$ cat src/rtl/cipher_sequencer_if.sv
// Control/status bundle between the cipher sequencer and the datapath/board I/O.
// master = sequencer side, slave = datapath/board side.
interface cipher_sequencer_if;
    logic       btn_start;
    logic [1:0] sw_key;
    logic       encry_completed;
    logic       copy_completed;
    logic       en_encryption;
    logic       clr_RAM;
    logic       en_copier;
    logic [1:0] key;
    logic       busy;
    logic       done;
    logic       error;

    modport master (
        input  btn_start, sw_key, encry_completed, copy_completed,
        output en_encryption, clr_RAM, en_copier, key, busy, done, error
    );

    modport slave (
        output btn_start, sw_key, encry_completed, copy_completed,
        input  en_encryption, clr_RAM, en_copier, key, busy, done, error
    );
endinterface

$ cat src/rtl/cipher_sequencer.sv
// Run controller for the cipher datapath: debounced start, key latch,
// CLEAR -> ENCRYPT -> COPY sequencing with completion dwell and timeout.
module cipher_sequencer #(
    parameter int DEBOUNCE_CYCLES = 500000,
    parameter int CLR_CYCLES      = 16,
    parameter int TIMEOUT_CYCLES  = 1048576,
    parameter int MIN_DWELL       = 2
) (
    input logic              clk,
    input logic              reset,
    cipher_sequencer_if.master io
);
    localparam int DBW = (DEBOUNCE_CYCLES > 1) ? $clog2(DEBOUNCE_CYCLES) : 1;
    localparam int CLW = (CLR_CYCLES > 1)      ? $clog2(CLR_CYCLES)      : 1;
    localparam int TOW = (TIMEOUT_CYCLES > 1)  ? $clog2(TIMEOUT_CYCLES)  : 1;
    localparam int DWW = (MIN_DWELL > 1)       ? $clog2(MIN_DWELL)       : 1;

    localparam logic [DBW-1:0] DB_LAST  = DBW'(DEBOUNCE_CYCLES - 1);
    localparam logic [CLW-1:0] CLR_LAST = CLW'(CLR_CYCLES - 1);
    localparam logic [TOW-1:0] TO_LAST  = TOW'(TIMEOUT_CYCLES - 1);
    localparam logic [DWW-1:0] DW_LAST  = DWW'((MIN_DWELL > 0) ? MIN_DWELL - 1 : 0);
    localparam logic           NO_DWELL = (MIN_DWELL == 0);

    typedef enum logic [2:0] {
        S_IDLE, S_CLEAR, S_ENCRYPT, S_COPY, S_DONE, S_ERROR
    } state_e;

    state_e         state_q, state_d;
    logic           btn_s1_q, btn_s2_q, btn_acc_q, btn_acc_d, btn_acc_prev_q;
    logic [1:0]     key_s1_q, key_s2_q;
    logic [DBW-1:0] db_cnt_q, db_cnt_d;
    logic [CLW-1:0] clr_cnt_q, clr_cnt_d;
    logic [TOW-1:0] to_cnt_q, to_cnt_d;
    logic [DWW-1:0] dw_cnt_q, dw_cnt_d;
    logic           dw_ok_q, dw_ok_d;
    logic [1:0]     key_q, key_d;
    logic           en_enc_q, en_enc_d, clr_q, clr_d, en_cop_q, en_cop_d;
    logic           busy_q, busy_d, done_q, done_d, err_q, err_d;
    logic           start_pulse;
    logic           phase_done;

    always_ff @(posedge clk or posedge reset) begin
        if (reset) begin
            state_q        <= S_IDLE;
            btn_s1_q       <= 1'b0;
            btn_s2_q       <= 1'b0;
            btn_acc_q      <= 1'b0;
            btn_acc_prev_q <= 1'b0;
            key_s1_q       <= '0;
            key_s2_q       <= '0;
            db_cnt_q       <= '0;
            clr_cnt_q      <= '0;
            to_cnt_q       <= '0;
            dw_cnt_q       <= '0;
            dw_ok_q        <= 1'b0;
            key_q          <= '0;
            en_enc_q       <= 1'b0;
            clr_q          <= 1'b0;
            en_cop_q       <= 1'b1;
            busy_q         <= 1'b0;
            done_q         <= 1'b0;
            err_q          <= 1'b0;
        end else begin
            state_q        <= state_d;
            btn_s1_q       <= io.btn_start;
            btn_s2_q       <= btn_s1_q;
            btn_acc_q      <= btn_acc_d;
            btn_acc_prev_q <= btn_acc_q;
            key_s1_q       <= io.sw_key;
            key_s2_q       <= key_s1_q;
            db_cnt_q       <= db_cnt_d;
            clr_cnt_q      <= clr_cnt_d;
            to_cnt_q       <= to_cnt_d;
            dw_cnt_q       <= dw_cnt_d;
            dw_ok_q        <= dw_ok_d;
            key_q          <= key_d;
            en_enc_q       <= en_enc_d;
            clr_q          <= clr_d;
            en_cop_q       <= en_cop_d;
            busy_q         <= busy_d;
            done_q         <= done_d;
            err_q          <= err_d;
        end
    end

    always_comb begin
        btn_acc_d = btn_acc_q;
        db_cnt_d  = '0;
        if (btn_s2_q != btn_acc_q) begin
            if (db_cnt_q == DB_LAST) btn_acc_d = btn_s2_q;
            else                     db_cnt_d  = db_cnt_q + 1'b1;
        end
        start_pulse = btn_acc_q & ~btn_acc_prev_q;

        state_d    = state_q;
        key_d      = key_q;
        clr_cnt_d  = clr_cnt_q;
        to_cnt_d   = to_cnt_q + 1'b1;
        dw_cnt_d   = dw_cnt_q;
        dw_ok_d    = dw_ok_q;
        phase_done = (state_q == S_ENCRYPT) ? io.encry_completed : io.copy_completed;
        if (!dw_ok_q) begin
            if (dw_cnt_q == DW_LAST) dw_ok_d  = 1'b1;
            else                     dw_cnt_d = dw_cnt_q + 1'b1;
        end

        case (state_q)
            S_IDLE, S_DONE, S_ERROR: begin
                if (start_pulse) begin
                    state_d   = S_CLEAR;
                    key_d     = key_s2_q;
                    clr_cnt_d = '0;
                end
            end
            S_CLEAR: begin
                if (clr_cnt_q == CLR_LAST) state_d   = S_ENCRYPT;
                else                       clr_cnt_d = clr_cnt_q + 1'b1;
            end
            S_ENCRYPT, S_COPY: begin
                // completion is checked before timeout so a tie ends successfully
                if (dw_ok_q && phase_done)
                    state_d = (state_q == S_ENCRYPT) ? S_COPY : S_DONE;
                else if (to_cnt_q == TO_LAST)
                    state_d = S_ERROR;
            end
            default: state_d = S_IDLE;
        endcase

        if (state_d != state_q) begin
            to_cnt_d = '0;
            dw_cnt_d = '0;
            dw_ok_d  = NO_DWELL;
        end

        en_enc_d = 1'b0;
        clr_d    = 1'b0;
        en_cop_d = 1'b1;
        busy_d   = 1'b0;
        done_d   = 1'b0;
        err_d    = 1'b0;
        case (state_d)
            S_CLEAR:   begin clr_d    = 1'b1; busy_d = 1'b1; end
            S_ENCRYPT: begin en_enc_d = 1'b1; busy_d = 1'b1; end
            S_COPY:    begin en_cop_d = 1'b0; busy_d = 1'b1; end
            S_DONE:    done_d = 1'b1;
            S_ERROR:   err_d  = 1'b1;
            default:   ;
        endcase
    end

    assign io.en_encryption = en_enc_q;
    assign io.clr_RAM       = clr_q;
    assign io.en_copier     = en_cop_q;
    assign io.key           = key_q;
    assign io.busy          = busy_q;
    assign io.done          = done_q;
    assign io.error         = err_q;
endmodule
$ cat src/flat_wrapper.sv
// flat-port wrapper written by rule: the top's interface ports become plain ports
module cipher_sequencer_flat 
#(
    parameter int DEBOUNCE_CYCLES = 500000,
    parameter int CLR_CYCLES      = 16,
    parameter int TIMEOUT_CYCLES  = 1048576,
    parameter int MIN_DWELL       = 2
)
  (clk, reset, io_btn_start, io_sw_key, io_encry_completed, io_copy_completed, io_en_encryption, io_clr_RAM, io_en_copier, io_key, io_busy, io_done, io_error);
  cipher_sequencer_if io_i ();
  input logic clk;
  input logic reset;
  input wire logic [$bits(io_i.btn_start)-1:0] io_btn_start;
  input wire logic [$bits(io_i.sw_key)-1:0] io_sw_key;
  input wire logic [$bits(io_i.encry_completed)-1:0] io_encry_completed;
  input wire logic [$bits(io_i.copy_completed)-1:0] io_copy_completed;
  output wire logic [$bits(io_i.en_encryption)-1:0] io_en_encryption;
  output wire logic [$bits(io_i.clr_RAM)-1:0] io_clr_RAM;
  output wire logic [$bits(io_i.en_copier)-1:0] io_en_copier;
  output wire logic [$bits(io_i.key)-1:0] io_key;
  output wire logic [$bits(io_i.busy)-1:0] io_busy;
  output wire logic [$bits(io_i.done)-1:0] io_done;
  output wire logic [$bits(io_i.error)-1:0] io_error;
  assign io_i.btn_start = io_btn_start;
  assign io_i.sw_key = io_sw_key;
  assign io_i.encry_completed = io_encry_completed;
  assign io_i.copy_completed = io_copy_completed;
  assign io_en_encryption = io_i.en_encryption;
  assign io_clr_RAM = io_i.clr_RAM;
  assign io_en_copier = io_i.en_copier;
  assign io_key = io_i.key;
  assign io_busy = io_i.busy;
  assign io_done = io_i.done;
  assign io_error = io_i.error;
  cipher_sequencer #(.DEBOUNCE_CYCLES(DEBOUNCE_CYCLES), .CLR_CYCLES(CLR_CYCLES), .TIMEOUT_CYCLES(TIMEOUT_CYCLES), .MIN_DWELL(MIN_DWELL)) u_core (.clk(clk), .reset(reset), .io(io_i));
endmodule
$ cat config.mk
export PLATFORM = sky130hd
export DESIGN_NAME = cipher_sequencer_flat
export DESIGN_NICKNAME = d
export VERILOG_FILES = /design/src/rtl/cipher_sequencer_if.sv /design/src/rtl/cipher_sequencer.sv /design/src/flat_wrapper.sv
export SDC_FILE = /design/constraint.sdc
export NUM_CORES = 1
export LEC_CHECK = 0
export BUFFER_PORTS_ARGS = -buffer_cell sky130_fd_sc_hd__buf_2
export CORE_AREA = 2 2 73 75
export CTS_CLUSTER_DIAMETER = 50
export DETAILED_ROUTE_END_ITERATION = 8
export DIE_AREA = 0 0 75 77
export PLACE_DENSITY = 0.82
export SYNTH_ARGS = -nofsm -noshare
export SYNTH_HDL_FRONTEND = slang
export SYNTH_SLANG_ARGS = --single-unit
$ cat constraint.sdc
create_clock -name clk -period 4.5 [get_ports clk]
set_clock_uncertainty 0.05 [all_clocks]
set_input_delay 0.225 -clock clk [delete_from_list [all_inputs] [get_ports clk]]
set_output_delay 0.225 -clock clk [all_outputs]
set_load 0.1 [all_outputs]
After elaboration in Yosys (flattened, before gate mapping):

Cells that the tools add are included.

* flip-flop bits (word level): 64
* bits in latches: 0
* RAM bits: 0
* memory bits (read-only): 0
* output and inout bits: 8
* logic and storage cells: 77
* memories kept: 0

* $add $sub $neg: 4
* multipliers: 0
* divide/modulo/power cells: 0
* magnitude comparators: 0
* eq/ne operators: 18
* shift operators: 0
* muxes and demuxes: 25
* bitwise logic cells: 2
* reductions and logical operators: 9

Operators by type and width (count)
* $mux W19: 2
* $add A20 B1 Y20 const B: 1
* $eq A20 B20 Y1 const B: 1
* $mux W20: 1
* $add A19 B1 Y19 const B: 1
* $eq A19 B19 Y1 const B: 1
* $mux W3: 5
* $mux W1: 13
* $eq A3 B2 Y1 const B: 4
* $eq A3 B3 Y1 const B: 4
* $pmux W3 S3: 1
* $mux W4: 2
* $pmux W4 S2: 1
* $eq A3 B1 Y1 const B: 2
* $reduce_or A3 Y1: 2
* $add A4 B1 Y4 const B: 1
* $eq A4 B4 Y1 const B: 1
* $ne A2 B2 Y1 const B: 2
* $reduce_and A2 Y1: 2
* $logic_not A3 Y1: 1
* $ne A3 B3 Y1: 1
* $reduce_and A3 Y1: 1
* $ne A2 B1 Y1 const B: 1
* $reduce_bool A2 Y1: 1
* other kinds (6): 6

Logic depth before layout (Yosys ltp):

* word-level depth: 8
* depth in mapped cells: 7
* depth with buffers taken out: 6

Worst setup path after synthesis:

Ideal clock, no wire load.

* kind: reg2reg
* start point: reg u_core.clr_cnt_q[0]
* end point: reg u_core.to_cnt_q[0]
* setup time: 0.087 ns
* data arrival time: 1.804 ns
* setup slack: 2.559 ns
* cell stages (with the launch flop): 8
* buffers on the path: 1
* period minus slack after synthesis: 1.941 ns
* cells stage by stage: dfrtp_1 -> ha_1 -> and3_1 -> or3_2 -> o221ai_2 -> o21ai_2 -> buf_4 -> a211oi_2

* longest elaborated chain between the ends: 5

Ends and longest elaborated chain
* start, declared: line cipher_sequencer.sv:32 `logic [CLW-1:0] clr_cnt_q, clr_cnt_d;`
* start signal, assigned: line cipher_sequencer.sv:72 `clr_cnt_q <= clr_cnt_d;`
* $eq A4 B4 Y1: line cipher_sequencer.sv:116 `if (clr_cnt_q == CLR_LAST) state_d = S_ENCRYPT;`
* $mux W3: line cipher_sequencer.sv:116
* $pmux W3 S3: line cipher_sequencer.sv:107 `case (state_q)`
* $ne A3 B3 Y1: line cipher_sequencer.sv:129 `if (state_d != state_q) begin`
* $mux W20: line cipher_sequencer.sv:129
* net u_core.to_cnt_d[0]: line cipher_sequencer.sv:33 `logic [TOW-1:0] to_cnt_q, to_cnt_d;`
* end signal, assigned: line cipher_sequencer.sv:73 `to_cnt_q <= to_cnt_d;`
* end, declared: line cipher_sequencer.sv:33

The timed path passes the listed nets, and every way through them passes these cells.
A chain may end at the register's enable or synchronous reset.

Worst setup path in the final report:

* start point: reg u_core.to_cnt_q[0]
* end point: reg u_core.to_cnt_q[8]

* longest elaborated chain between the ends: 6
* elaborated cells on any way between the ends: 7
* classes of those cells: 1 x add/sub; 2 x eq/ne; 4 x mux

Ends and longest elaborated chain
* $eq A20 B20 Y1: line cipher_sequencer.sv:123 `else if (to_cnt_q == TO_LAST)`
* $mux W3: line cipher_sequencer.sv:123
* $mux W3: line cipher_sequencer.sv:121 `if (dw_ok_q && phase_done)`
* $pmux W3 S3: line cipher_sequencer.sv:107
* $ne A3 B3 Y1: line cipher_sequencer.sv:129
* $mux W20 (*): line cipher_sequencer.sv:129
* net u_core.to_cnt_d[8]: line cipher_sequencer.sv:33

The timed path passes the listed nets; every way through them passes the cells marked *.

==> results.txt <==
- In the final routed layout, each cell accounts on average for 15.0 um.
- Final non-filler cell total: 385
- Max-cap violations in this run came to 0.
- Drt initial violations: 198
- CTS sink count: 64
* Async set-reset flop share out of synthesis: 1.00
- In the final layout, the share of cells above drive strength 1 is 0.206.
* Cell breakdown of the critical path: ha_1, nand4_2, nor4_4, a21oi_1, nor2_2, a211oi_2
- Of the total synthesized cell area, the portion taken by full adders, half adders and majority gates is 0.0119.
- In the synthesized netlist, the number of instances is 291.
- Number of DRC violations after detailed routing: 0
* Post-synthesis to final-layout area growth: 9.45%
* Simple-gate share of the synthesized area: 0.208
* Buffers inserted by post-CTS timing repair: 0
- The number of different library cells used by synthesis comes to 46.
* Setup slack of the most critical reg-to-reg path: 1.91 ns
- Synthesized Nets: 301
* Floorplan die height: 77 um
- Finish-stage setup viols: 0
- Adding up every negative setup slack in the final design gives 0 ns.
- Headroom to the max-slew limit came out at 0.207.
- The die covers 5780 um2.
- Post-synth EDFFs: 0
* Hold buffer count at cts: 3
* Final Cycle Share: 0.575
- In this run the static leakage power is 1.54 nW.
- TritonCTS clock tree: built
- The max-slew violation count was 0.
- Clock transition time at the flip-flop clock pins of the worst setup and hold paths: 0.07 ns
* Core outline area: 4980 um2
- After detailed routing, the number of vias per cell comes to 5.70.
- Of the total power, the clock network draws 0.412.
* Part of the Yosys area used for sequential elements: 0.509
- Post-synthesis cell type with the largest combined area: dfrtp_1
- Pin count of the biggest net entering global routing: 65
- Detailed routing inserted a total of 2196 vias.
- Overall routing resource usage: 0.227
- The total count of hold-check failures in the final report came to 0.
- After floorplanning, the core was divided into 26 placement rows.
- Count of inserted antenna diode cells: 0
* Clock insertion delay at the later pin of the skew report: 0.34 ns
- Data on the critical path is required at its endpoint by 4.61 ns.
- Detailed placer's ending HPWL: 3670 um
* Crit path time final: 2.59 ns
* Worst-case setup margin in the final layout: 1.91 ns
- Combinational family with the most area after synthesis: simple AND/OR/NAND/NOR gates
* Switching power share of the total: 0.228
- Result of the run: finished, final reports clean
- Starting density of the core: 0.633
- Buffers from clock root to sink, at most: 2
- The root buffer cell chosen for the clock tree is clkbuf_8.
- Complex-gate fraction of the synthesized area: 0.127
* Reg2reg path depth: 6
* Data arrival at the endpoint of the critical path: 2.69 ns
- First-pass iteration count of the detailed router: 4
- The startpoint identified for the worst register-to-register timing path is u_core.to_cnt_q[0].
* Number of gates resized after cts: 0
- Die Span X: 75 um
- In this run, CTS created clock tree buffers numbering 9.
* Clock H-tree levels: 3
* Via count of the first global-routing pass: 2245
* Highest cell delay on the worst timing path: 0.91 ns
- Of the post-synthesis cell area, the dominant cell type holds 0.500.
- Worst Tran Pin Value: 1.19 ns
- Among all flip-flop cells after synthesis, the most frequent one is dfrtp_1.
* Worst Hold Class: in -> async
- IR analysis of the VDD net gives a maximum drop of 258 uV.
- Seq pwr share: 0.563
* RSZ-0062 raised after global routing: false
- Mean Syn Cell Area: 10.8 um2
- Global-route wire length before repair: 10000 um
* End of the worst register-to-register path: u_core.to_cnt_q[8]
- Share of cell area taken by muxes after synthesis: 0.00357
* Aggregate global routing overflow: 0
- Ranked by total cell area, the synthesized netlist is headed by dfrtp_1 (50%), a211oi_2 (7.1%), xor2_1 (5.6%).
* Total instance count after detailed placement: 366
- Global placer's final weighted congestion: 0.783
* Slowest stage cell, crit path: nor2_2
* Post-Route WL: 5770 um
- IO Count: 15
- In this run the power spent charging and discharging nets is 0.000236 W.
- Power comes to 0.00104 W.
- Of the total synthesized cell area, the portion taken by XOR and XNOR cells is 0.106.
- In this run the power density over the cells is 301 nW/um2.
- ANT nets after route: 0
* Initial antenna violation count: 0
* Yosys warning total: 0
- The worst setup path is of the reg -> reg kind.
- Of the total power, combinational logic draws 0.026.
- Fill cell total of the finished layout: 359
* Startpoint class of the critical path: register
- CP max FO: 20
* Nets@finish: 320
- Counting flops and latches in the post-synthesis netlist gives 64.
- Count of input and output buffers: 14
* P_int: 0.000800 W
- Post-Place Setup Slack: 1.91 ns
* Worst Setup End Kind: register
* Timing-limited maximum frequency: 386 MHz
* Cell area after synthesis: 3150 um2
[synth_stat cells, drive strengths merged (2+ instances only)]
cell type / number
inv: 9
xor2: 20
o21ai: 4
nor2b: 2
xnor2: 18
and3: 6
nand3: 16
o21a: 2
buf: 11
or3: 3
a21oi: 8
nor3: 9
nor2: 32
nand2b: 3
nor4: 3
nand4: 14
ha: 3
or2: 3
nand2: 25
nor4bb: 2
dfrtp: 63
and4: 4
a211oi: 19
[worst max-delay path by stage]
stage                                   start            endpoint  slack, ns
after CTS                  u_core.to_cnt_q[0]     u_core.dw_cnt_q       1.91
after floorplan           u_core.clr_cnt_q[0]  u_core.to_cnt_q[0]       2.56
after global routing       u_core.to_cnt_q[0]     u_core.dw_cnt_q       1.62
after global placement     u_core.to_cnt_q[0]     u_core.dw_cnt_q       1.99
final                      u_core.to_cnt_q[0]  u_core.to_cnt_q[8]       1.91
after detailed placement   u_core.to_cnt_q[0]     u_core.dw_cnt_q       1.91
[final cells by class]
cell class	count	area [um2]	share of cell area
Clock buffer	12	145	0.0421
Clock inverter	4	22.5	0.00653
Inverter	9	33.8	0.00980
Multi-Input combinational cell	207	1440	0.418
Sequential cell	64	1600	0.465
Tap cell	70	87.6	0.0254
Timing Repair Buffer	19	115	0.0334
[logic make-up (layout without fill, tap and decap cells)]
group | after synthesis | count (layout)
multiplexers | 1 | 1
AND/OR/NAND/NOR | 123 | 123
AO/OA/AOI/OAI | 42 | 42
flip-flops | 64 | 64
adder cells (fa/ha/maj) | 3 | 3
buffers and inverters | 20 | 44
XOR/XNOR | 38 | 38
[power by group through the flow]
stage / Combinational (W) / Clock, W / Sequential [W]
floorplan: 0.0000174 / 0 / 0.000593
global placement: 0.0000243 / 0 / 0.000594
detailed placement: 0.0000252 / 0 / 0.000594
CTS: 0.0000274 / 0.000436 / 0.000583
global route: 0.0000312 / 0.000464 / 0.000583
finish: 0.0000264 / 0.000427 / 0.000583
[metrics by stage]
step | hold slack (ns) | instance area, um2 | util
CTS | 0.0806 | 3450 | 0.693
global route | 0.132 | 3450 | 0.693
detailed placement | 0.285 | 3250 | 0.653
floorplan | 0.206 | 3150 | -
global placement | 0.284 | 3250 | 0.653
finish | 0.0403 | 3450 | 0.693
[cell usage in the layout, fill, tap and decap left out, types with 4 or more instances in the layout]
| cell | Yosys | layout |
|---|---|---|
| clkbuf_8 | 0 | 10 |
| nor2_1 | 32 | 31 |
| dfrtp_1 | 63 | 63 |
| a21oi_1 | 7 | 7 |
| a211oi_2 | 18 | 18 |
| inv_1 | 9 | 8 |
| nand4_1 | 12 | 12 |
| buf_2 | 6 | 14 |
| nor3_1 | 9 | 9 |
| xor2_1 | 20 | 20 |
| xnor2_1 | 18 | 18 |
| nand2_1 | 25 | 25 |
| nand3_1 | 16 | 16 |
| and4_1 | 4 | 4 |
| and3_1 | 6 | 6 |
[per-layer routing]
| metal | GRT usage | share of wire | vias up |
|---|---|---|---|
| met5 | 0 | 0 | - |
| li1 | - | - | 1061 |
| met1 | 0.293 | 0.44 | 1073 |
| met3 | 0.0578 | 0.040 | 13 |
| met2 | 0.358 | 0.50 | 49 |
| met4 | 0.0964 | 0.020 | 0 |
[worst max-delay path, delay by kind of cell (launching register included)]
| family | cells | cell delay (ns) |
|---|---|---|
| compound gates | 2 | 0.26 |
| simple gates | 3 | 1.44 |
| fa+ha+maj | 1 | 0.24 |
| flops | 1 | 0.41 |
[flip-flops by register name, summed over array words and instances (netlist names), 2 cells and up]
name              count
u_core.io.key         2
u_core.key_s1_q       2
u_core.db_cnt_q      19
u_core.to_cnt_q      20
u_core.state_q        3
u_core.key_s2_q       2
u_core.clr_cnt_q      4
No activity file was read; power rests on OpenSTA's default activity.
